==> src/rtl/vsmac_pipe.sv <==
// vsmac_pipe: pipelined vector-scalar multiply-accumulate engine.
//
// Each accepted beat multiplies SIZE signed lanes of `a` by the signed scalar
// `b`. The products are accumulated at full precision (ACC_W, wrapping) over a
// group of beats framed by in_first / in_last. The group result is
// requantised (arithmetic shift right by SHIFT, then clamp or wrap to OUT_W)
// into a single output register.
//
// Ports:
//   clk          - clock; all state updates on the rising edge
//   reset        - asynchronous, active-low; clears all state
//   in_valid     - input beat valid
//   in_ready     - input beat accepted when in_valid & in_ready at an edge
//   in_first     - beat starts a group (accumulator replaced, not added)
//   in_last      - beat ends a group (result produced)
//   a            - SIZE x DATA_W signed vector, lane 0 in the MSBs
//   b            - DATA_W signed scalar
//   out_valid    - output register holds a result
//   out_ready    - result consumed when out_valid & out_ready at an edge
//   out          - SIZE x OUT_W requantised result, lane 0 in the MSBs
//   out_overflow - some lane clamped / lost significant bits; qualified by out_valid
module vsmac_pipe #(
  parameter int unsigned SIZE     = 3,
  parameter int unsigned DATA_W   = 8,
  parameter int unsigned ACC_W    = 16,
  parameter int unsigned OUT_W    = 8,
  parameter int unsigned SHIFT    = 0,
  parameter bit          SATURATE = 1'b1
) (
  input  logic                   clk,
  input  logic                   reset,
  input  logic                   in_valid,
  output logic                   in_ready,
  input  logic                   in_first,
  input  logic                   in_last,
  input  logic [SIZE*DATA_W-1:0] a,
  input  logic [DATA_W-1:0]      b,
  output logic                   out_valid,
  input  logic                   out_ready,
  output logic [SIZE*OUT_W-1:0]  out,
  output logic                   out_overflow
);

  localparam int unsigned PROD_W = 2 * DATA_W;
  // Bits of the shifted value that must all agree for it to fit in OUT_W signed.
  localparam int unsigned HI_W   = ACC_W - OUT_W + 1;

  localparam logic [OUT_W-1:0] OUT_MAX = {1'b0, {(OUT_W-1){1'b1}}};
  localparam logic [OUT_W-1:0] OUT_MIN = {1'b1, {(OUT_W-1){1'b0}}};

  // Full-precision signed lane product.
  function automatic logic [PROD_W-1:0] mul_lane(input logic [DATA_W-1:0] x,
                                                 input logic [DATA_W-1:0] y);
    logic signed [PROD_W-1:0] xs;
    logic signed [PROD_W-1:0] ys;
    xs = $signed({{DATA_W{x[DATA_W-1]}}, x});
    ys = $signed({{DATA_W{y[DATA_W-1]}}, y});
    return PROD_W'(xs * ys);
  endfunction

  // Pipeline state
  logic                        s1_valid;
  logic                        s1_first;
  logic                        s1_last;
  logic [SIZE-1:0][PROD_W-1:0] prod;
  logic [SIZE-1:0][ACC_W-1:0]  acc;

  // Combinational datapath
  logic                        advance;
  logic                        load;
  logic [SIZE-1:0][PROD_W-1:0] prod_c;
  logic [SIZE-1:0][ACC_W-1:0]  acc_nxt_c;
  logic [SIZE-1:0][ACC_W-1:0]  q_c;
  logic [SIZE-1:0][HI_W-1:0]   hi_c;
  logic [SIZE-1:0][OUT_W-1:0]  lane_c;
  logic [SIZE-1:0]             ovf_c;
  logic [SIZE*OUT_W-1:0]       out_nxt_c;

  // The whole pipe moves only when the output register can take a result.
  assign advance  = ~out_valid | out_ready;
  assign in_ready = advance;
  assign load     = advance & s1_valid & s1_last;

  // Stage-1 products, lane 0 taken from the MSBs of `a`.
  always_comb begin
    prod_c = '0;
    for (int unsigned i = 0; i < SIZE; i++) begin
      prod_c[i] = mul_lane(a[(SIZE-1-i)*DATA_W +: DATA_W], b);
    end
  end

  // Accumulate and requantise from the value the accumulator is about to take.
  always_comb begin
    acc_nxt_c = '0;
    q_c       = '0;
    hi_c      = '0;
    lane_c    = '0;
    ovf_c     = '0;
    out_nxt_c = '0;
    for (int unsigned i = 0; i < SIZE; i++) begin
      acc_nxt_c[i] = (s1_first ? '0 : acc[i]) + ACC_W'($signed(prod[i]));
      q_c[i]       = ACC_W'($signed(acc_nxt_c[i]) >>> SHIFT);
      hi_c[i]      = q_c[i][ACC_W-1:OUT_W-1];
      ovf_c[i]     = ~((&hi_c[i]) | ~(|hi_c[i]));
      if (SATURATE && ovf_c[i]) begin
        lane_c[i] = q_c[i][ACC_W-1] ? OUT_MIN : OUT_MAX;
      end else begin
        lane_c[i] = q_c[i][OUT_W-1:0];
      end
      out_nxt_c[(SIZE-1-i)*OUT_W +: OUT_W] = lane_c[i];
    end
  end

  // Stage 1: product register; a cycle with no beat leaves a bubble.
  always_ff @(posedge clk or negedge reset) begin
    if (!reset) begin
      s1_valid <= 1'b0;
      s1_first <= 1'b0;
      s1_last  <= 1'b0;
      prod     <= '0;
    end else if (advance) begin
      s1_valid <= in_valid;
      if (in_valid) begin
        s1_first <= in_first;
        s1_last  <= in_last;
        prod     <= prod_c;
      end
    end
  end

  // Stage 2: per-lane accumulator, wraps modulo 2^ACC_W.
  always_ff @(posedge clk or negedge reset) begin
    if (!reset) begin
      acc <= '0;
    end else if (advance && s1_valid) begin
      acc <= acc_nxt_c;
    end
  end

  // Output register; a new result may replace one being consumed on the same edge.
  always_ff @(posedge clk or negedge reset) begin
    if (!reset) begin
      out          <= '0;
      out_valid    <= 1'b0;
      out_overflow <= 1'b0;
    end else if (load) begin
      out          <= out_nxt_c;
      out_valid    <= 1'b1;
      out_overflow <= |ovf_c;
    end else if (out_ready) begin
      out_valid    <= 1'b0;
    end
  end

endmodule

==> config.mk <==
export PLATFORM = sky130hd
export DESIGN_NAME = vsmac_pipe
export DESIGN_NICKNAME = d
export VERILOG_FILES = /design/src/rtl/vsmac_pipe.sv
export SDC_FILE = /design/constraint.sdc
export NUM_CORES = 1
export LEC_CHECK = 0
export BUFFER_PORTS_ARGS = -buffer_cell sky130_fd_sc_hd__buf_2
export CORE_ASPECT_RATIO = 0.7
export CORE_UTILIZATION = 51
export CTS_CLUSTER_SIZE = 14
export DETAILED_ROUTE_END_ITERATION = 12
export GPL_TIMING_DRIVEN = 0
export PLACE_DENSITY = 0.68
export SYNTH_ARGS = -nofsm -noshare
export SYNTH_HDL_FRONTEND = slang
export SYNTH_SLANG_ARGS = --single-unit
==> constraint.sdc <==
create_clock -name clk -period 4.7 [get_ports clk]
set_clock_uncertainty 0.15 [all_clocks]
set_input_delay 0.94 -clock clk [delete_from_list [all_inputs] [get_ports clk]]
set_output_delay 0.94 -clock clk [all_outputs]
set_load 0.02 [all_outputs]
* Word-level counts from Yosys, hierarchy flattened
Cells that the tools add are included.
** Word-level totals
- Register bits after elaboration :: 125
- Output and inout bits :: 27
** Operators by class
- $add $sub $neg :: 3
- Multipliers :: 3
- Multiplexer cells :: 11
- Bitwise logic cells :: 13
- Reductions and logical operators :: 10
** Operators with widths (number)
- adder 16 bit :: 3
- multiplier 8 x 8 -> 16 bit :: 3
- two-way mux 16 bit :: 3
- two-way mux 8 bit :: 6
- AND reduction 9 bit :: 3
- OR reduction 9 bit :: 3
- NOT 1 bit :: 7
- OR 1 bit :: 4
- OR reduction 3 bit :: 1
- AND 1 bit :: 2
- two-way mux 1 bit :: 2
- AND reduction 2 bit :: 1
- nonzero test 2 bit :: 1
- logical AND 1 bit :: 1

* Logic depth before layout (Yosys ltp)
- Depth after elaboration :: 7
- Gate-level depth with buffers :: 22

* Worst setup path after synthesis
No wires, ideal clock.
- Path kind :: input-to-reg
- From :: input b[2]
- To :: register prod[46] (netlist name)
- Library setup time :: 0.095 ns
- Arrival :: 5.034 ns
- Data required time :: 4.455 ns
- Path slack :: -0.580 ns
- Stages on the path :: 20
- Buffers on the path :: 1
- Path through :: clkbuf_1 > nand2_1 > fa_1 > inv_1 > fa_1 > inv_1 > fa_1 > fa_1 > inv_1 > ha_1 > nor2b_1 > o21ai_0 > a21boi_0 > o21ai_0 > a21boi_0 > o21ai_0 > a21boi_0 > o21a_1 > o21a_1 > o31ai_1
** On the way
- Longest elaborated chain between the ends :: 1
** Ends and longest elaborated chain
- start, declared :: line 37 : input logic [DATA_W-1:0] b,
- multiplier 8 x 8 -> 16 bit :: line 58 : return PROD_W'(xs * ys);
- end signal, assigned :: line 126 : prod <= prod_c;
- end, declared :: line 65 : logic [SIZE-1:0][PROD_W-1:0] prod;
No other way between the ends.
A chain may end at the register's enable or synchronous reset.

* Worst setup path in the final report
- From :: input b[0]
- To :: register prod[31] (netlist name)
The elaborated chain is that of the path after synthesis.

==> impl_metrics.toml <==
[clocking]
clock_latency_ns = 0.43
cts.sink_count = 125
h-tree-depth = 4
clockRootBuffer = "clkbuf_16"
cts.path.max_buffers = 2
tritoncts = "built"
clkTransAtPathRegs_ns = 0.06
cts_buffers = 17

[synthesis]
synth_edf_count = 0
syn_avg_cell_area_um2 = 9.227
yosys_warnings = 0
synth_cells = 1585
yosysUniqueCellTypes = 64
netlist_area_mm2 = 0.01462
ys.flop_type = "dfrtp_1"
ys_seq_area_share_pct = 21.39
synth_fp_nets = 1923
async_flop_share_pct = 100.0
ys_seq_elements = 125

[setup_path]
startpoint = "b[0]"
arrival_ns = 5.15
end_kind = "register"
required_ns = 4.84
reg2reg_from = "s1_first"
startpoint_type = "primary input"
critPathKind = "primary input to register"
crit_fanout = 6

[grt]
grt_pass1_wl_um = 58440
grt_max_degree = 98
grt_usage_pct = 25.76
antenna_found_initial = 1
grt_pass1_vias = 11490
overflow = 0

[detailed_routing]
route.final.wire_length_um = 35260
post_drt_wl_per_cell_um = 16.78
drt_pass1_iterations = 5
drc = 0
viasPerCell = 5.326
drtAntennaViolNets = 0
first_iter_violations = 581
vias = 11190

[final_layout]
layout-drive-gt1-share_pct = 18.74
fin_util_pct = 61.41
area_delta_synth_final_pct = 17.64
fillers = 2393
seq_area_mm2 = 0.003129
nets = 2054
multi_input_area_mm2 = 0.01072

[worst_hold_path]
hp-class = "primary input to async pin"

[place]
place_congestion = 0.8916
hpwl_um = 27460
port_buffers = 64

[die]
die_h_um = 143.7
chipWidth_um = 204.4
pin_count = 65
dieArea_mm2 = 0.02937
row_count = 51
core_mm2 = 0.02801
start_util_pct = 52.20

[sta]
whs_ns = 0.2337
max_freq_mhz = 199.3
tightest_slew_ns = 0.9810
finalHoldViolCount = 0
slew_headroom_pct = 34.60
finalSetupViolations = 12
min_period_ns = 5.018
period_share_pct = 106.8
slew_viol_final = 0
grt_setup_unrepaired = "true"
worst_slack_ns = -0.3180

[run]
max_cap_viol_count = 0

[run_status]
outcome = "finished, violations left"
violations = "negative setup slack"

[power]
peakVddDrop_uv = 557.8
p_leak_nw = 8.294
pwr_density_cell_mw_per_mm2 = 610.6
final cells by class:
type	count	area share, %
plain buffers	45	2.582
repair buffers	113	4.735
inverters	267	5.855
well taps	371	2.698
multi-input cells	1147	62.28
diodes	1	0.01455
clock inverters	10	0.9455
flip-flops and latches	125	18.19
clock buffers	22	2.698
per-layer routing:
metal	routed length, µm	part of all wire (%)	vias up	GRT usage (%)
met5	0	0	-	0
met4	378	1.1	0	4.910
met3	1466	4.2	37	3.741
met2	16210	46	184	40.93
met1	17200	49	5639	37.57
li1	-	-	5330	-
layout by cell type, fill, tap and decap left out, drive strengths merged, types with 2 or more instances in the layout:
cell type  Yosys  routed
a31oi          8       8
xnor2         53      53
xor2          26      26
nor2          62      62
a211oi         8       8
mux2i          3       3
dfrtp        125     125
or4b           2       2
ha           132     132
o21bai         9       9
bufinv         0       4
fa           168     168
nor3b          5       5
nor2b         66      66
mux2          47      47
and2         128     128
clkinvlp       0       5
nand2        145     145
inv          267     267
nor4           3       3
o41ai          3       3
nand4          7       7
buf            6     118
and3           6       6
nand3          6       6
o21ai         79      79
o31ai         10      10
a31o           2       2
nand2b        24      24
clkbuf        40      62
o21a          10      10
a21boi         8       8
o31a           5       5
o211ai         6       6
o22a           8       8
or2            4       4
a21o          15      15
nor3          12      12
a21oi         62      62
critical path: stages:
cell,delay [ns]
buf_12,0.12
clkbuf_16,0.16
and2_4,0.14
fa_1,0.51
inv_2,0.04
fa_1,0.51
inv_2,0.04
fa_1,0.54
inv_1,0.05
fa_1,0.49
inv_2,0.05
ha_4,0.22
inv_4,0.05
o21ai_2,0.05
a21oi_2,0.18
nand2b_4,0.15
a21boi_2,0.06
o31a_1,0.30
o41ai_4,0.27
xnor2_2,0.18
o21ai_1,0.08
cell usage after synthesis, drive strengths merged (9+ instances only):
cell type  instances  share of area, %
a21o              15              0.77
a21oi             62               2.3
and2             128               5.5
clkbuf            40               1.0
dfrtp            125                21
fa               168                23
ha               132                11
inv              267               6.9
mux2              47               3.6
nand2            145               3.8
nand2b            24               1.0
nor2              62               1.6
nor2b             66               2.8
nor3              12              0.41
o21a              10              0.52
o21ai             79               2.7
o21bai             9              0.54
o31ai             10              0.51
xnor2             53               3.2
xor2              26               1.6
repair_timing:
item                                    4_1_cts  5_1_grt
setup buffers                                38       10
pin swaps                                    49       29
endpoints found under the setup margin       27       38
resized for setup                           112       38
hold buffers                                  0        0
cloned                                        2        0
kinds of logic (layout without fill, tap and decap cells):
family,count (synthesis),in the layout,share of synthesized area [%]
multiplexers,50,50,3.824
other,0,1,0
AO/OA/AOI/OAI,241,241,10.54
buffers and inverters,313,457,8.042
XOR/XNOR,79,79,4.783
flip-flops,125,125,21.39
AND/OR/NAND/NOR,477,477,17.13
adder cells (fa/ha/maj),300,300,34.29
flip-flops by register name, summed over array words and instances, names as in the netlist:
signal	flops
acc	48
s1_last	1
out_overflow	1
s1_first	1
s1_valid	1
out_valid	1
prod	48
out	24
power breakdown:
| part | internal (W) | switching, W |
|---|---|---|
| Combinational | 0.00324 | 0.00397 |
| Clock | 0.000914 | 0.000502 |
| Sequential | 0.00159 | 0.000285 |
worst paths after layout:
check                           end  slack (ns)  cells past startpoint
min in group clk             out[7]        0.32                      2
hold reg to reg              out[7]        0.32                      2
setup / recovery           prod[31]       -0.32                     21
setup reg to reg             out[1]        0.25                     14
max in group asynchronous  prod[24]        3.38                      2
hold / removal               acc[9]        0.23                      1
per-stage QoR:
stage	setup WS (ns)	power (W)	cells	instance area (µm²)	TNS (ns)
2_1_floorplan	-0.4145	0.006808	1585	14760	-2.882
3_3_place_gp	-1.264	0.008163	2020	15550	-17.80
3_5_place_dp	-1.281	0.008323	2021	15580	-18.45
4_1_cts	-0.2868	0.01028	2092	17010	-1.829
5_1_grt	-0.5033	0.01152	2100	17200	-4.539
6_report	-0.3180	0.01051	2101	17200	-2.339
Power figures use the tool's default switching activity.
